[config.mk]
export PLATFORM = sky130hd
export DESIGN_NAME = pkt_xbar_arb_flat
export DESIGN_NICKNAME = d
export VERILOG_FILES = /design/src/rtl/pkt_xbar_arb_if.sv /design/src/rtl/pkt_xbar_arb.sv /design/src/flat_wrapper.sv
export SDC_FILE = /design/constraint.sdc
export NUM_CORES = 1
export LEC_CHECK = 0
export CORE_MARGIN = 3
export CORE_UTILIZATION = 49
export CTS_BUF_LIST = sky130_fd_sc_hd__clkbuf_16
export DETAILED_ROUTE_END_ITERATION = 10
export PLACE_DENSITY = 0.75
export SYNTH_ARGS = -nofsm -noshare
export SYNTH_HDL_FRONTEND = slang
export SYNTH_SLANG_ARGS = --single-unit
[constraint.sdc]
create_clock -name clk -period 6.3 [get_ports clk]
set_clock_uncertainty 0.1 [all_clocks]
set_input_delay 0.63 -clock clk [delete_from_list [all_inputs] [get_ports clk]]
set_output_delay 0.63 -clock clk [all_outputs]
set_load 0.03 [all_outputs]
[src/rtl/pkt_xbar_arb_if.sv]
// pkt_xbar_arb_if
// Bundles the crossbar's packet ports so the arbiter and its user share one
// port list.
//   tx0..tx3 : packets offered by processing units 0..3
//              bit [PW+2] valid, [PW+1:PW] destination id, [PW-1:0] payload
//   rx0..rx3 : packets delivered to processing units 0..3
//              bit [PW+2] valid, [PW+1:PW] source id, [PW-1:0] payload
//   ovf      : sticky per-source drop flags
//   busy     : high while any queue holds data or any rx is valid
// Modports: master = processing-unit side, slave = arbiter side.
interface pkt_xbar_arb_if #(
    parameter int PW = 32
);
    logic [PW+2:0] tx0;
    logic [PW+2:0] tx1;
    logic [PW+2:0] tx2;
    logic [PW+2:0] tx3;
    logic [PW+2:0] rx0;
    logic [PW+2:0] rx1;
    logic [PW+2:0] rx2;
    logic [PW+2:0] rx3;
    logic [3:0]    ovf;
    logic          busy;

    modport master (
        output tx0, tx1, tx2, tx3,
        input  rx0, rx1, rx2, rx3, ovf, busy
    );

    modport slave (
        input  tx0, tx1, tx2, tx3,
        output rx0, rx1, rx2, rx3, ovf, busy
    );
endinterface

[src/rtl/pkt_xbar_arb.sv]
// pkt_xbar_arb
// Four-source packet crossbar. Each source owns a DEPTH-entry FIFO. One
// queue is granted per cycle by a round-robin arbiter, and the head packet
// is registered onto the rx port named by its destination id, tagged with
// the source id. Packets arriving at a full queue are dropped unless that
// queue is dequeued on the same edge; a drop sets the sticky ovf bit.
// Ports:
//   clk : single clock, rising edge
//   rst : synchronous active-high reset
//   bus : pkt_xbar_arb_if.slave (tx0..tx3 in; rx0..rx3, ovf, busy out)
module pkt_xbar_arb #(
    parameter int PW    = 32,
    parameter int DEPTH = 2
) (
    input  logic           clk,
    input  logic           rst,
    pkt_xbar_arb_if.slave  bus
);
    localparam int WW = PW + 3;
    localparam int AW = (DEPTH > 1) ? $clog2(DEPTH) : 1;
    localparam int CW = $clog2(DEPTH + 1);

    logic [3:0]    in_valid;
    logic [PW+1:0] in_data [4];
    logic [PW+1:0] head    [4];
    logic [3:0]    nonempty;
    logic [3:0]    drop;
    logic [3:0]    rx_valid;

    logic          grant_valid;
    logic [1:0]    grant_src;
    logic [1:0]    ptr_reg;
    logic [3:0]    ovf_reg;
    logic [WW-1:0] rx_reg [4];

    assign in_valid   = {bus.tx3[WW-1], bus.tx2[WW-1], bus.tx1[WW-1], bus.tx0[WW-1]};
    assign in_data[0] = bus.tx0[PW+1:0];
    assign in_data[1] = bus.tx1[PW+1:0];
    assign in_data[2] = bus.tx2[PW+1:0];
    assign in_data[3] = bus.tx3[PW+1:0];

    // Per-source FIFO
    for (genvar gi = 0; gi < 4; gi++) begin : g_queue
        logic [PW+1:0] q_mem [DEPTH];
        logic [AW-1:0] wr_ptr_reg;
        logic [AW-1:0] rd_ptr_reg;
        logic [CW-1:0] count_reg;
        logic          full;
        logic          deq;
        logic          enq;

        assign full = (count_reg == CW'(DEPTH));
        assign deq  = grant_valid && (grant_src == 2'(gi));
        // A full queue still accepts when its head leaves on the same edge.
        assign enq  = !rst && in_valid[gi] && (!full || deq);

        assign drop[gi]     = !rst && in_valid[gi] && full && !deq;
        assign nonempty[gi] = (count_reg != '0);
        assign head[gi]     = q_mem[rd_ptr_reg];

        always_ff @(posedge clk) begin
            if (enq) begin
                q_mem[wr_ptr_reg] <= in_data[gi];
            end
        end

        // DEPTH is a power of two, so the pointers wrap by natural overflow.
        always_ff @(posedge clk) begin
            if (rst) begin
                wr_ptr_reg <= '0;
                rd_ptr_reg <= '0;
                count_reg  <= '0;
            end else begin
                if (enq) begin
                    wr_ptr_reg <= wr_ptr_reg + AW'(1);
                end
                if (deq) begin
                    rd_ptr_reg <= rd_ptr_reg + AW'(1);
                end
                count_reg <= count_reg + CW'(enq) - CW'(deq);
            end
        end

        assign rx_valid[gi] = rx_reg[gi][WW-1];
    end

    // Round-robin: scanning from the far end and overwriting leaves the
    // first non-empty queue at or after the pointer.
    always_comb begin
        logic [1:0] idx;
        idx         = '0;
        grant_valid = 1'b0;
        grant_src   = ptr_reg;
        for (int k = 3; k >= 0; k--) begin
            idx = ptr_reg + 2'(k);
            if (nonempty[idx]) begin
                grant_valid = 1'b1;
                grant_src   = idx;
            end
        end
    end

    always_ff @(posedge clk) begin
        if (rst) begin
            ptr_reg <= '0;
            ovf_reg <= '0;
            for (int d = 0; d < 4; d++) begin
                rx_reg[d] <= '0;
            end
        end else begin
            ovf_reg <= ovf_reg | drop;
            for (int d = 0; d < 4; d++) begin
                rx_reg[d] <= '0;
            end
            if (grant_valid) begin
                rx_reg[head[grant_src][PW+1:PW]] <= {1'b1, grant_src, head[grant_src][PW-1:0]};
                ptr_reg <= grant_src + 2'd1;
            end
        end
    end

    assign bus.rx0  = rx_reg[0];
    assign bus.rx1  = rx_reg[1];
    assign bus.rx2  = rx_reg[2];
    assign bus.rx3  = rx_reg[3];
    assign bus.ovf  = ovf_reg;
    assign bus.busy = (|nonempty) || (|rx_valid);
endmodule

[src/flat_wrapper.sv]
// flat-port wrapper written by rule: the top's interface ports become plain ports
module pkt_xbar_arb_flat 
#(
    parameter int PW    = 32,
    parameter int DEPTH = 2
)
  (clk, rst, bus_tx0, bus_tx1, bus_tx2, bus_tx3, bus_rx0, bus_rx1, bus_rx2, bus_rx3, bus_ovf, bus_busy);
  pkt_xbar_arb_if #(.PW(PW)) bus_i ();
  input  logic clk;
  input  logic rst;
  input wire logic [$bits(bus_i.tx0)-1:0] bus_tx0;
  input wire logic [$bits(bus_i.tx1)-1:0] bus_tx1;
  input wire logic [$bits(bus_i.tx2)-1:0] bus_tx2;
  input wire logic [$bits(bus_i.tx3)-1:0] bus_tx3;
  output wire logic [$bits(bus_i.rx0)-1:0] bus_rx0;
  output wire logic [$bits(bus_i.rx1)-1:0] bus_rx1;
  output wire logic [$bits(bus_i.rx2)-1:0] bus_rx2;
  output wire logic [$bits(bus_i.rx3)-1:0] bus_rx3;
  output wire logic [$bits(bus_i.ovf)-1:0] bus_ovf;
  output wire logic [$bits(bus_i.busy)-1:0] bus_busy;
  assign bus_i.tx0 = bus_tx0;
  assign bus_i.tx1 = bus_tx1;
  assign bus_i.tx2 = bus_tx2;
  assign bus_i.tx3 = bus_tx3;
  assign bus_rx0 = bus_i.rx0;
  assign bus_rx1 = bus_i.rx1;
  assign bus_rx2 = bus_i.rx2;
  assign bus_rx3 = bus_i.rx3;
  assign bus_ovf = bus_i.ovf;
  assign bus_busy = bus_i.busy;
  pkt_xbar_arb #(.PW(PW), .DEPTH(DEPTH)) u_core (.clk(clk), .rst(rst), .bus(bus_i));
endmodule
# Yosys cells after proc, flatten, opt, wreduce, memory -nomap -nowiden
# Memory sizes are Yosys's and may differ from the RTL's. A register that Yosys moved wholly into a read port is not among the register bits.
# Cells that the tools add are included.
[word_totals] register_bits=22 latchBits=0 ramBits=412 mem_bits_ro=0 elab_cells=143 n_memories=5
[mem_list] memory="u_core.rx_reg" words=4 width=35 read_ports=4 rd_ports_with_merged_regs=0 wr=5 line_no="pkt_xbar_arb.sv:34" source="logic [WW-1:0] rx_reg [4];"
[mem_list] memory="u_core.g_queue[0].q_mem" words=2 width=34 read_ports=1 rd_ports_with_merged_regs=1 wr=1 line_no="pkt_xbar_arb.sv:44" source="logic [PW+1:0] q_mem [DEPTH];"
[mem_list] memory="u_core.g_queue[1].q_mem" words=2 width=34 read_ports=1 rd_ports_with_merged_regs=1 wr=1 line_no="pkt_xbar_arb.sv:44"
[mem_list] memory="u_core.g_queue[2].q_mem" words=2 width=34 read_ports=1 rd_ports_with_merged_regs=1 wr=1 line_no="pkt_xbar_arb.sv:44"
[mem_list] memory="u_core.g_queue[3].q_mem" words=2 width=34 read_ports=1 rd_ports_with_merged_regs=1 wr=1 line_no="pkt_xbar_arb.sv:44"
[op_classes] n_addsub=20 n_mul=0 div_mod_pow=0 n_lt_le_gt_ge=5 n_eq_ne=7 shifts=0 muxes=45 bitwise_logic=6 reduce_logical=41
[op_table] operator="$mux W35" count=4
[op_table] operator="$bmux W34 S2" count=1
[op_table] operator="$mux W34" count=2
[op_table] operator="$mux W1" count=30
[op_table] operator="$logic_and A1 B1 Y1" count=20
[op_table] operator="$eq A2 B2 Y1 const B" count=6
[op_table] operator="$lt A2 B3 Y1 const B" count=4
[op_table] operator="$logic_not A1 Y1" count=9
[op_table] operator="$add A1 B1 Y1 const B" count=8
[op_table] operator="$add A2 B1 Y2" count=4
[op_table] operator="$bmux W1 S2" count=4
[op_table] operator="$mux W2" count=4
[op_table] operator="$reduce_bool A2 Y1" count=4
[op_table] operator="$reduce_or A4 Y1" count=2
[op_table] operator="$sub A2 B1 Y2" count=4
[op_table] operator="$logic_or A1 B1 Y1" count=5
[op_table] operator="$add A2 B1 Y2 const B" count=2
[op_table] operator="$add A2 B2 Y2 const B" count=2
[op_table] operator="$or A1 B1 Y1" count=4
[op_table] operator="$or A4 B4 Y4" count=1
[op_table] operator="$ge A3 B3 Y1 const B" count=1
[op_table] operator="$not A2 Y3" count=1
[op_table] operator="$eq A2 B1 Y1 const B" count=1
[op_table] operator="$logic_not A2 Y1" count=1

# Depth between registers and ports, before layout
# Gate-level depths: netlist (run 1).
[depth] depth_word=13 depth_mapped=12

# Worst setup path before layout (run 1)
# OpenSTA, ideal clock, no wires.
[synth_path] path_type="register -> register" start="register u_core.g_queue[2].count_reg[0]" end="memory u_core.g_queue[0].q_mem[1][0] (netlist name) (enable)" t_arrival_ps=4234 required_time_ps=5725 slack_ps=1491 path_stages_with_launch=8 path_buffers=1 path_cell_list="dfxtp_1 > nor2_2 > o31a_1 > o22a_1 > buf_6 > a211oi_4 > o21ai_0 > nor3b_1"
[synth_via] elab_chain_cells=13
[synth_rtl] item="from (decl)" line_no="pkt_xbar_arb.sv:47" source="logic [CW-1:0] count_reg;"
[synth_rtl] item="from (signal assigned)" line_no="pkt_xbar_arb.sv:80" source="count_reg <= count_reg + CW'(enq) - CW'(deq);"
[synth_rtl] item="$reduce_bool A2 Y1 (*)" line_no="pkt_xbar_arb.sv:58" source="assign nonempty[gi] = (count_reg != '0);"
[synth_rtl] item="$bmux W1 S2" line_no="pkt_xbar_arb.sv:96" source="if (nonempty[idx]) begin"
[synth_rtl] item="$mux W1 (implied by the code)" line_no="pkt_xbar_arb.sv:96"
[synth_rtl] item="$mux W2 (4 in a row)" line_no="pkt_xbar_arb.sv:96"
[synth_rtl] item="$logic_not A2 Y1" line_no="pkt_xbar_arb.sv:53" source="assign deq = grant_valid && (grant_src == 2'(gi));"
[synth_rtl] item="$logic_and A1 B1 Y1 (*)" line_no="pkt_xbar_arb.sv:53"
[synth_rtl] item="net u_core.g_queue[0].deq" line_no="pkt_xbar_arb.sv:49" source="logic deq;"
[synth_rtl] item="$logic_or A1 B1 Y1 (*)" line_no="pkt_xbar_arb.sv:55" source="assign enq = !rst && in_valid[gi] && (!full || deq);"
[synth_rtl] item="$logic_and A1 B1 Y1 (*)" line_no="pkt_xbar_arb.sv:55"
[synth_rtl] item="$mux W1 (*)" line_no="pkt_xbar_arb.sv:62" source="if (enq) begin"
[synth_rtl] item="$mux W1 (implied by the code) (*)" line_no="pkt_xbar_arb.sv:63" source="q_mem[wr_ptr_reg] <= in_data[gi];"
[synth_rtl] item="to (decl)" line_no="pkt_xbar_arb.sv:44"
# The timed path passes the listed nets; every way through them passes the cells marked *. The select of a mux whose other input is x is not followed.

==> run summary, run 1 <==
Status - finished clean
Hold path cells - 2
Most common flop cell mapped by yosys - edfxtp_1
I/O pin cnt - 287
FF/Latch Area - 0.0115 mm²
Nets - 1495
RePlAce Congestion - 0.840
Register bit total from synthesis - 438
Routed Antenna Nets - 0
Hold Path Origin - u_core.g_queue[1].rd_ptr_reg
Area of the multi-input gates - 0.00481 mm²
Share of cells above drive strength 1 - 0.156
Count leader, synth - edfxtp_1
Crit end category - flip-flop
GRT overflow - 0
Top cell type's share of synthesized area - 0.487
Postcts setup bufs - 0
Clk_lat worst skew - 540 ps
Worst Setup SP - u_core.g_queue[3].count_reg[1]
DRC viols - 0
Tcrit/Tclk final - 0.596
Tmin final - 3750 ps
Fmax - 266 MHz
Sink Count - 438
Routed vias - 11.1k
Util after Layout - 0.631
Least-Margin Pin Slew - 1150 ps
Core area - 0.0336 mm²
Slack of the worst reg-to-reg path - 2550 ps
Gr usage total - 0.240
Max-slew violation count - 0
Yosys warning count - 0
Drt wl/cell - 24.9 µm
First-pass GRT wire length - 66.3 mm
Clock transition at path regs - 60 ps
TritonCTS buffer count - 43
Iter 0 DRT Violations - 824
Die ar. - 0.0365 mm²
Largest net degree at the start of global routing - 71
Chip height - 191 µm
CP max FO - 68
Synthesized area - 0.0168 mm²
Drt total wl - 45.6 mm
Final setup margin - 2550 ps
Pre-antenna DRT Iters - 6
Static Leak - 6.84 nW
Hold buffers post-CTS - 0
R2R Path End - u_core.rx_reg[3][22]
Avg Cell Area, Syn - 15.2 µm²
Initial Util - 0.499
Depth of the CTS H-tree - 2
CP Class - flip-flop to flip-flop
Root buffer cell - clkbuf_16
Max cap viols - 0
FF-to-FF path depth - 7
VDD IR max - 774 µV
Post-Syn Instances - 1105
Final Power - 0.0119 W
Initial antenna violation count - 0
Fill count - 2485
WP data required - 6550 ps
WHS - 414 ps
Hold worst-path end - u_core.g_queue[1].rd_ptr_reg
Start of the worst register-to-register path - u_core.g_queue[3].count_reg[1]
FFs w/ async S/R, synth - 0
Final Hold Violating Endpoints - 0
Dpl hpwl - 29.9 mm
Setup Viol. Count Final - 0
Worst setup SP type - flip-flop
# rows - 67
Worst slew margin - 0.231
Top cell type by total area after synthesis - edfxtp_1
Vias in the first global route - 11.0k
Netlist cell types - 64
Pre-CTS WS - 2550 ps
Setup TNS - 0 ps
Synth area leaders - edfxtp_1 49%, dfxtp_1 20%, a221oi_1 5.0%, mux2_2 4.7%, mux2i_1 4.4%
TritonCTS clock tree - yes
CTS resizes - 0
Pwr per Cell Area - 560 mW/mm²
Synthesized Nets - 1251
Port buffer count - 286
Die width - 191 µm
Worst EP arrival - 4000 ps
Sequential share of the synthesized area - 0.684
Number of flip-flops in the largest register - 272
CTS max path bufs - 3
DR vias/cell - 6.05
Area Overhead vs Synth - 26.4%
EDFF count, synth - 272
Unrepaired setup endpoints after global routing - no
HP Class - flip-flop to flip-flop
Post-synth top cells - 272 x edfxtp_1, 166 x dfxtp_1, 96 x a221oi_1
==> through the flow <==
| stage | std cells | instance area, µm² |
|---|---|---|
| after CTS | 1832 | 21200 |
| final | 1833 | 21200 |
| after global routing | 1832 | 21200 |
| after floorplan | 1105 | 16800 |
| after global placement | 1752 | 19900 |
| after detailed placement | 1752 | 19900 |
==> layer usage <==
| layer | vias to the layer above | track usage | part of all wire |
|---|---|---|---|
| li1 | 4914 | - | - |
| met1 | 5641 | 0.302 | 0.39 |
| met2 | 459 | 0.424 | 0.51 |
| met3 | 81 | 0.0389 | 0.066 |
| met4 | 0 | 0.0793 | 0.029 |
| met5 | - | 0 | 0 |
==> where the power goes <==
group          internal, W  switching [W]
logic              0.00170        0.00383
registers          0.00361       0.000300
clock network      0.00138        0.00107
total              0.00669        0.00520
==> cell families after synthesis <==
group,Yosys count,synth area share
DFF,438,0.684
AOI/OAI and AO/OA,309,0.154
buffers and inverters,111,0.0356
and+or+nand+nor,94,0.0292
adders and majority gates,4,0.00298
muxes,145,0.0917
xor gates and xnor gates,4,0.00209
==> final cells by class <==
cell class / instances / share of cell area
clock buffers: 45 / 0.0531
inverters: 12 / 0.00212
well taps: 448 / 0.0264
flip-flops and latches: 438 / 0.542
multi-input cells: 556 / 0.227
diodes: 1 / 0.000118
clock inverters: 35 / 0.0106
repair buffers: 298 / 0.139
==> worst max path at each step <==
| stage | endpoint | slack (ps) | depth (start not counted) |
|---|---|---|---|
| 2_1_floorplan | u_core.g_queue[0].q_mem[1][0] | 1490 | 7 |
| 3_3_place_gp | u_core.g_queue[1].q_mem[0][17] | 2580 | 4 |
| 3_5_place_dp | u_core.g_queue[1].q_mem[0][15] | 2550 | 4 |
| 4_1_cts | bus_busy | 2590 | 6 |
| 5_1_grt | u_core.rx_reg[3][22] | 2350 | 7 |
| 6_report | u_core.rx_reg[3][22] | 2550 | 7 |
==> worst max-delay path, stage by stage, from the launching register on <==
cell and delay [ps]:
dfxtp_1 370, nor2_1 320, nand2_1 190, o22ai_4 850, buf_4 520, o21ai_1 210, nand3_4 640, a221oi_1 260
==> cells in the final DEF (no fill, tap or decap), types with 9 or more instances in the layout <==
master | netlist | layout
a221oi_1 | 96 | 96
a221oi_2 | 32 | 32
buf_4 | 12 | 12
clkbuf_16 | 0 | 45
clkdlybuf4s50_1 | 0 | 286
clkinv_2 | 0 | 11
dfxtp_1 | 166 | 162
edfxtp_1 | 272 | 272
inv_1 | 10 | 17
mux2_2 | 70 | 70
mux2i_1 | 74 | 74
nand2_1 | 10 | 10
nor2_1 | 34 | 32
nor2b_1 | 11 | 9
nor3_1 | 11 | 9
o211ai_1 | 66 | 66
o21ai_0 | 66 | 66
(Power assumes the default switching activity.)
==> run 2: changes to the inputs <==
CORE_UTILIZATION = 48   (was 49)
PLACE_DENSITY = 0.76   (was 0.75)
clock period = 3 ns   (was 6.3 ns; I/O delays follow)
==> run 2 against run 1 <==
  * Count of clock-buffer cells in the layout increased by 1
  * Worst setup slack got worse by 2400 ps
  * Critical path depth increased by 3
  * Global-route usage increased by 0.50 points
  * Die area increased by 2.0%
  * Sequential cell count unchanged
  * Fmax increased by 30%
  * Routed wire length increased by 2.7%
  * Utilization increased by 1.4 points
  * Non-clock buffer count increased by 53
  * Sequential share of layout area decreased by 1.8 points
  * Critical endpoint is now u_core.g_queue[2].count_reg[1]
  * Largest cell class unchanged
  * Largest power group unchanged
==> run summary, run 2 (synthesized netlist as in run 1, its figures left out) <==
Die width - 193 µm (+1.0%)
Setup TNS - 0 ps (unchanged)
Gr usage total - 0.245 (+0.00496)
Final setup margin - 119 ps (-2430 ps)
Clock transition at path regs - 60 ps (about the same)
Iter 0 DRT Violations - 855 (+3.8%)
DR vias/cell - 5.94 (-1.9%)
TritonCTS clock tree - yes
Pre-antenna DRT Iters - 5 (-1)
# placed instances - 1805 (+3.0%)
Max cap viols - 0 (unchanged)
Crit end category - flip-flop
Clock power frac - 0.197 (-0.009)
# rows - 67 (unchanged)
Status - finished clean
Final Hold Violating Endpoints - 0 (unchanged)
Worst setup SP type - flip-flop
Max-slew violation count - 0 (unchanged)
Clk_lat worst skew - 550 ps (about the same)
Commonest non-fill, non-tap cell in the layout - clkdlybuf4s50_1
Pre-CTS WS - 87.8 ps (-2470 ps)
Dpl hpwl - 32.3 mm (+7.9%)
Fmax - 347 MHz (+30%)
I/O pin cnt - 287 (unchanged)
CP Class - flip-flop to flip-flop
CP max FO - 9 (-87%)
Drt wl/cell - 24.8 µm (-0.31%)
Depth of the CTS H-tree - 2 (unchanged)
Least-Margin Pin Slew - 1070 ps (-78.3 ps)
Port buffer count - 286 (unchanged)
Largest net degree at the start of global routing - 50 (-30%)
Comb pwr share - 0.495 (+0.030)
Postcts setup bufs - 0 (unchanged)
Number of flip-flops in the largest register - 272 (unchanged)
P_int - 0.0150 W (+120%)
DRC viols - 0 (unchanged)
Vias in the first global route - 11.2k (+2.5%)
Unrepaired setup endpoints after global routing - yes
Most frequent cells in the layout - 286 x clkdlybuf4s50_1, 272 x edfxtp_1, 160 x dfxtp_1
Net Sw Power - 0.0113 W (+120%)
Root buffer cell - clkbuf_16
CTS max path bufs - 3 (unchanged)
GRT overflow - 0 (unchanged)
TritonCTS buffer count - 44 (+2.3%)
RePlAce Congestion - 0.855 (+1.8%)
Worst EP arrival - 3200 ps (-800 ps)
WHS - 231 ps (-183 ps)
Share of cells above drive strength 1 - 0.194 (+0.0378)
Tmin final - 2880 ps (-873 ps)
Static Leak - 7.20 nW (+5.2%)
Sequential share of power - 0.308 (-0.021)
Sink Count - 438 (unchanged)
Final Non-Filler Cells - 1888 (+3.0%)
Placed Area - 0.0205 mm² (+3.3%)
Drt total wl - 46.8 mm (+2.7%)
VDD IR max - 846 µV (+9.3%)
Initial antenna violation count - 1 (+1)
Routed vias - 11.2k (+1.0%)
Tcrit/Tclk final - 0.960 (+0.364)
Nets - 1550 (+3.7%)
Routed Antenna Nets - 0 (unchanged)
Net Sw Frac - 0.429 (-0.00899)
Die ar. - 0.0373 mm² (+2.0%)
WP data required - 3320 ps (-3230 ps)
Worst slew margin - 0.282 (+0.0505)
Pwr per Cell Area - 1200 mW/mm² (+110%)
Area Overhead vs Synth - 30.7%
Initial Util - 0.493 (-0.00615)
Core area - 0.0340 mm² (+1.2%)
Chip height - 193 µm (+1.0%)
HP Class - primary input to flip-flop
First-pass GRT wire length - 68.5 mm (+3.2%)
Setup Viol. Count Final - 0 (unchanged)
Layout Cell Area excl Fill - 0.0219 mm² (+3.4%)
[run 2: cell count changes in the layout (fill, tap and decap cells not counted), sizes merged]
cell,change
clkbuf,+1
buf,+53
nor2b,+1
clkinv,-9
inv,+5
clkinvlp,+4
[run 2: routing by layer]
layer  vias up  share of wire  GRT usage
met4         0          0.030     0.0804
met5         -              0          0
met1      5605           0.39      0.310
met3        72          0.074     0.0452
met2       513           0.51      0.428
li1       5021              -          -
[run 2: worst paths after layout]
kind / startpoint / slack, ps / end / cells after the start
worst max register to register: u_core.g_queue[1].count_reg[1] / 120 / u_core.g_queue[2].count_reg[1] / 10
worst min register to register: u_core.bus.ovf[3] / 400 / u_core.bus.ovf[3] / 2
worst min-delay path: bus_tx1[1] / 230 / u_core.g_queue[1].q_mem[0][1] / 1
worst max-delay path: u_core.g_queue[1].count_reg[1] / 120 / u_core.g_queue[2].count_reg[1] / 10
[run 2: worst max-delay path: stages (launching register included)]
cell and delay, ps:
dfxtp_1 380, buf_4 160, o31a_1 330, o22a_1 210, buf_4 200, a211oi_2 290
ha_1 320, nor2b_2 150, o21ai_0 90, a31oi_1 170, mux2_2 350
[run 2: final cells by class]
class                   count  area, µm²
inverters                  12       45.0
multi-input cells         557       4900
clock buffers              46       1150
repair buffers            351       3550
flip-flops and latches    438      11500
fillers                  2456      12100
clock inverters            35        224
well taps                 448        561
diodes                      1       2.50
[run 2: per-stage QoR]
step	utilization	power, W
global route	0.645	0.0275
CTS	0.643	0.0263
floorplan	-	0.0162
global placement	0.603	0.0208
detailed placement	0.603	0.0211
finish	0.645	0.0263
[run 2: power groups by stage]
stage	registers (W)	logic, W	clock network, W
after floorplan	0.00920	0.00704	0
after global placement	0.00818	0.0126	0
after detailed placement	0.00821	0.0128	0
after CTS	0.00810	0.0129	0.00527
after global routing	0.00819	0.0138	0.00553
final	0.00810	0.0130	0.00519
[run 2: timing repair]
action	in CTS	in global routing
pin swaps	0	1
setup endpoints to repair	1	108
gates resized for setup	2	8
gates cloned	0	1
hold buffers	0	0
==> run 3: changes to the inputs <==
CORE_UTILIZATION = 49   (was 48)
DONT_BUFFER_PORTS = 1   (was default)
PLACE_DENSITY = 0.66   (was 0.76)
==> run 3 against run 2 <==
  * Sequential cell count unchanged
  * Sequential power up 16%
  * Total power down 3.9%
  * Utilization down 3.4 points
  * Worst hold slack worse by 200 ps
  * Register-to-register slack worse by 30 ps
  * Combinational power down 18%
  * Die area down 2.0%
  * Count of clock-buffer cells in the layout unchanged
  * Worst setup slack worse by 26 ps
  * Global-route usage down 0.57 points
  * Critical endpoint is now u_core.rx_reg[2][23]
  * Largest power group unchanged
  * Highest routed layer unchanged
==> run summary, run 3 (synthesized netlist as in run 1, its figures left out) <==
Pwr per Cell Area - 1230 mW/mm² (+2.7%)
Placed Area - 0.0177 mm² (-14%)
I/O pin cnt - 287 (unchanged)
Tcrit/Tclk final - 0.969 (+0.00877)
Drt wl/cell - 26.2 µm (+5.7%)
Depth of the CTS H-tree - 2 (unchanged)
Fmax - 344 MHz (-0.91%)
Fill count - 2506 (+2.0%)
HP Class - primary input to flip-flop
Number of flip-flops in the largest register - 272 (unchanged)
TritonCTS buffer count - 45 (+2.3%)
Dpl hpwl - 29.8 mm (-7.5%)
WP data required - 3310 ps (about the same)
Static Leak - 6.78 nW (-5.8%)
Port buffer count - 0 (-100%)
Unrepaired setup endpoints after global routing - yes
Final Hold Violating Endpoints - 0 (unchanged)
Routed Antenna Nets - 0 (unchanged)
VDD IR max - 1180 µV (+39%)
# placed instances - 1522 (-16%)
Chip height - 191 µm (-0.99%)
Worst slew margin - 0.199 (-0.0828)
Least-Margin Pin Slew - 1200 ps (+123 ps)
Clk_lat worst skew - 550 ps (about the same)
Setup Viol. Count Final - 0 (unchanged)
Drt total wl - 45.8 mm (-2.1%)
Postcts setup bufs - 0 (unchanged)
DRC viols - 0 (unchanged)
Nets - 1410 (-9.0%)
Vias in the first global route - 10.5k (-6.5%)
Area Overhead vs Synth - 22.3%
GRT overflow - 0 (unchanged)
Final Non-Filler Cells - 1749 (-7.4%)
Worst setup SP type - flip-flop
Largest net degree at the start of global routing - 70 (+40%)
Initial Util - 0.499 (+0.00615)
Commonest non-fill, non-tap cell in the layout - edfxtp_1
Die width - 191 µm (-0.99%)
Routed vias - 10.6k (-5.0%)
Core area - 0.0336 mm² (-1.2%)
Max cap viols - 0 (unchanged)
Worst EP arrival - 3220 ps (+20 ps)
Max-slew violation count - 0 (unchanged)
Final Power - 0.0253 W (-3.9%)
Setup TNS - 0 ps (unchanged)
Iter 0 DRT Violations - 840 (-1.8%)
CP max FO - 26 (+17)
Tmin final - 2910 ps (+26.3 ps)
Sink Count - 438 (unchanged)
Most frequent cells in the layout - 272 x edfxtp_1, 160 x dfxtp_1, 141 x dlygate4sd3_1
Share of cells above drive strength 1 - 0.213 (+0.0192)
Status - finished clean
First-pass GRT wire length - 66.0 mm (-3.6%)
Root buffer cell - clkbuf_16
Die ar. - 0.0365 mm² (-2.0%)
RePlAce Congestion - 0.840 (-1.8%)
Util after Layout - 0.611 (-0.0340)
CP Class - flip-flop to flip-flop
Gr usage total - 0.239 (-0.00574)
Pre-antenna DRT Iters - 5 (unchanged)
TritonCTS clock tree - yes
Layout Cell Area excl Fill - 0.0205 mm² (-6.4%)
Clock transition at path regs - 60 ps (about the same)
Crit end category - flip-flop
CTS max path bufs - 3 (unchanged)
DR vias/cell - 6.09 (+2.5%)
# rows - 67 (unchanged)
Initial antenna violation count - 1 (unchanged)
run 3: changes by cell type in the layout (fill, tap and decap cells not counted), moves of 2 or more:
cell and change:
clkdlybuf4s50_1 -286, dlygate4sd3_1 +141, clkinvlp_4 -4, buf_4 +3, clkinv_1 +3, nor2_4 -3
clkinv_2 +2, inv_1 +2, nor2_2 +2
run 3: worst paths after layout:
kind	endpoint	slack, ps	cells past startpoint	start
max reg2reg	u_core.rx_reg[2][23]	90	9	u_core.g_queue[1].count_reg[0]
max	u_core.rx_reg[2][23]	90	9	u_core.g_queue[1].count_reg[0]
min reg2reg	u_core.g_queue[1].rd_ptr_reg	410	2	u_core.g_queue[1].rd_ptr_reg
min	u_core.bus.ovf[0]	30	3	rst
run 3: routing by layer:
| layer | track usage | vias up | wire length [µm] |
|---|---|---|---|
| li1 | - | 4749 | - |
| met1 | 0.292 | 5384 | 17500 |
| met2 | 0.419 | 434 | 23300 |
| met3 | 0.0635 | 81 | 3840 |
| met4 | 0.0694 | 0 | 1150 |
| met5 | 0 | - | 0 |
run 3: per-stage QoR:
stage	hold slack, ps	setup WS [ps]
floorplan	299	-388
global placement	278	140
detailed placement	278	108
CTS	3.46	85.6
global route	20.7	-39.3
finish	33.2	92.9
run 3: repair_timing:
item / 4_1_cts / 5_1_grt
endpoints found under the hold margin: 297 / 0
resized for setup: 0 / 5
setup endpoints to repair: 0 / 55
hold buffers: 141 / 0
run 3: area by class of cell:
type | instances | area, µm² | share of cell area
sequential | 438 | 11500 | 0.560
multi-input combinational | 557 | 4880 | 0.238
timing repair buffer | 210 | 2150 | 0.105
clock buffer | 46 | 1150 | 0.0561
tap | 448 | 561 | 0.0273
clock inverter | 37 | 240 | 0.0117
inverter | 12 | 45.0 | 0.00219
antenna | 1 | 2.50 | 0.000122
run 3: where the power goes:
part | switching, W | leakage, nW | internal, W
Combinational | 0.00699 | 2.18 | 0.00363
Clock | 0.00224 | 0.755 | 0.00303
Sequential | 0.00183 | 3.85 | 0.00758
Total | 0.0111 | 6.78 | 0.0142
run 3: worst max-delay path, stage by stage, from the launching register on:
cell      delay [ps]
dfxtp_1          340
nor2_2           210
o211ai_1         200
a41o_2           350
buf_4            170
buf_4            140
nor3_2           250
a21bo_4          390
buf_12           220
a221oi_1         400
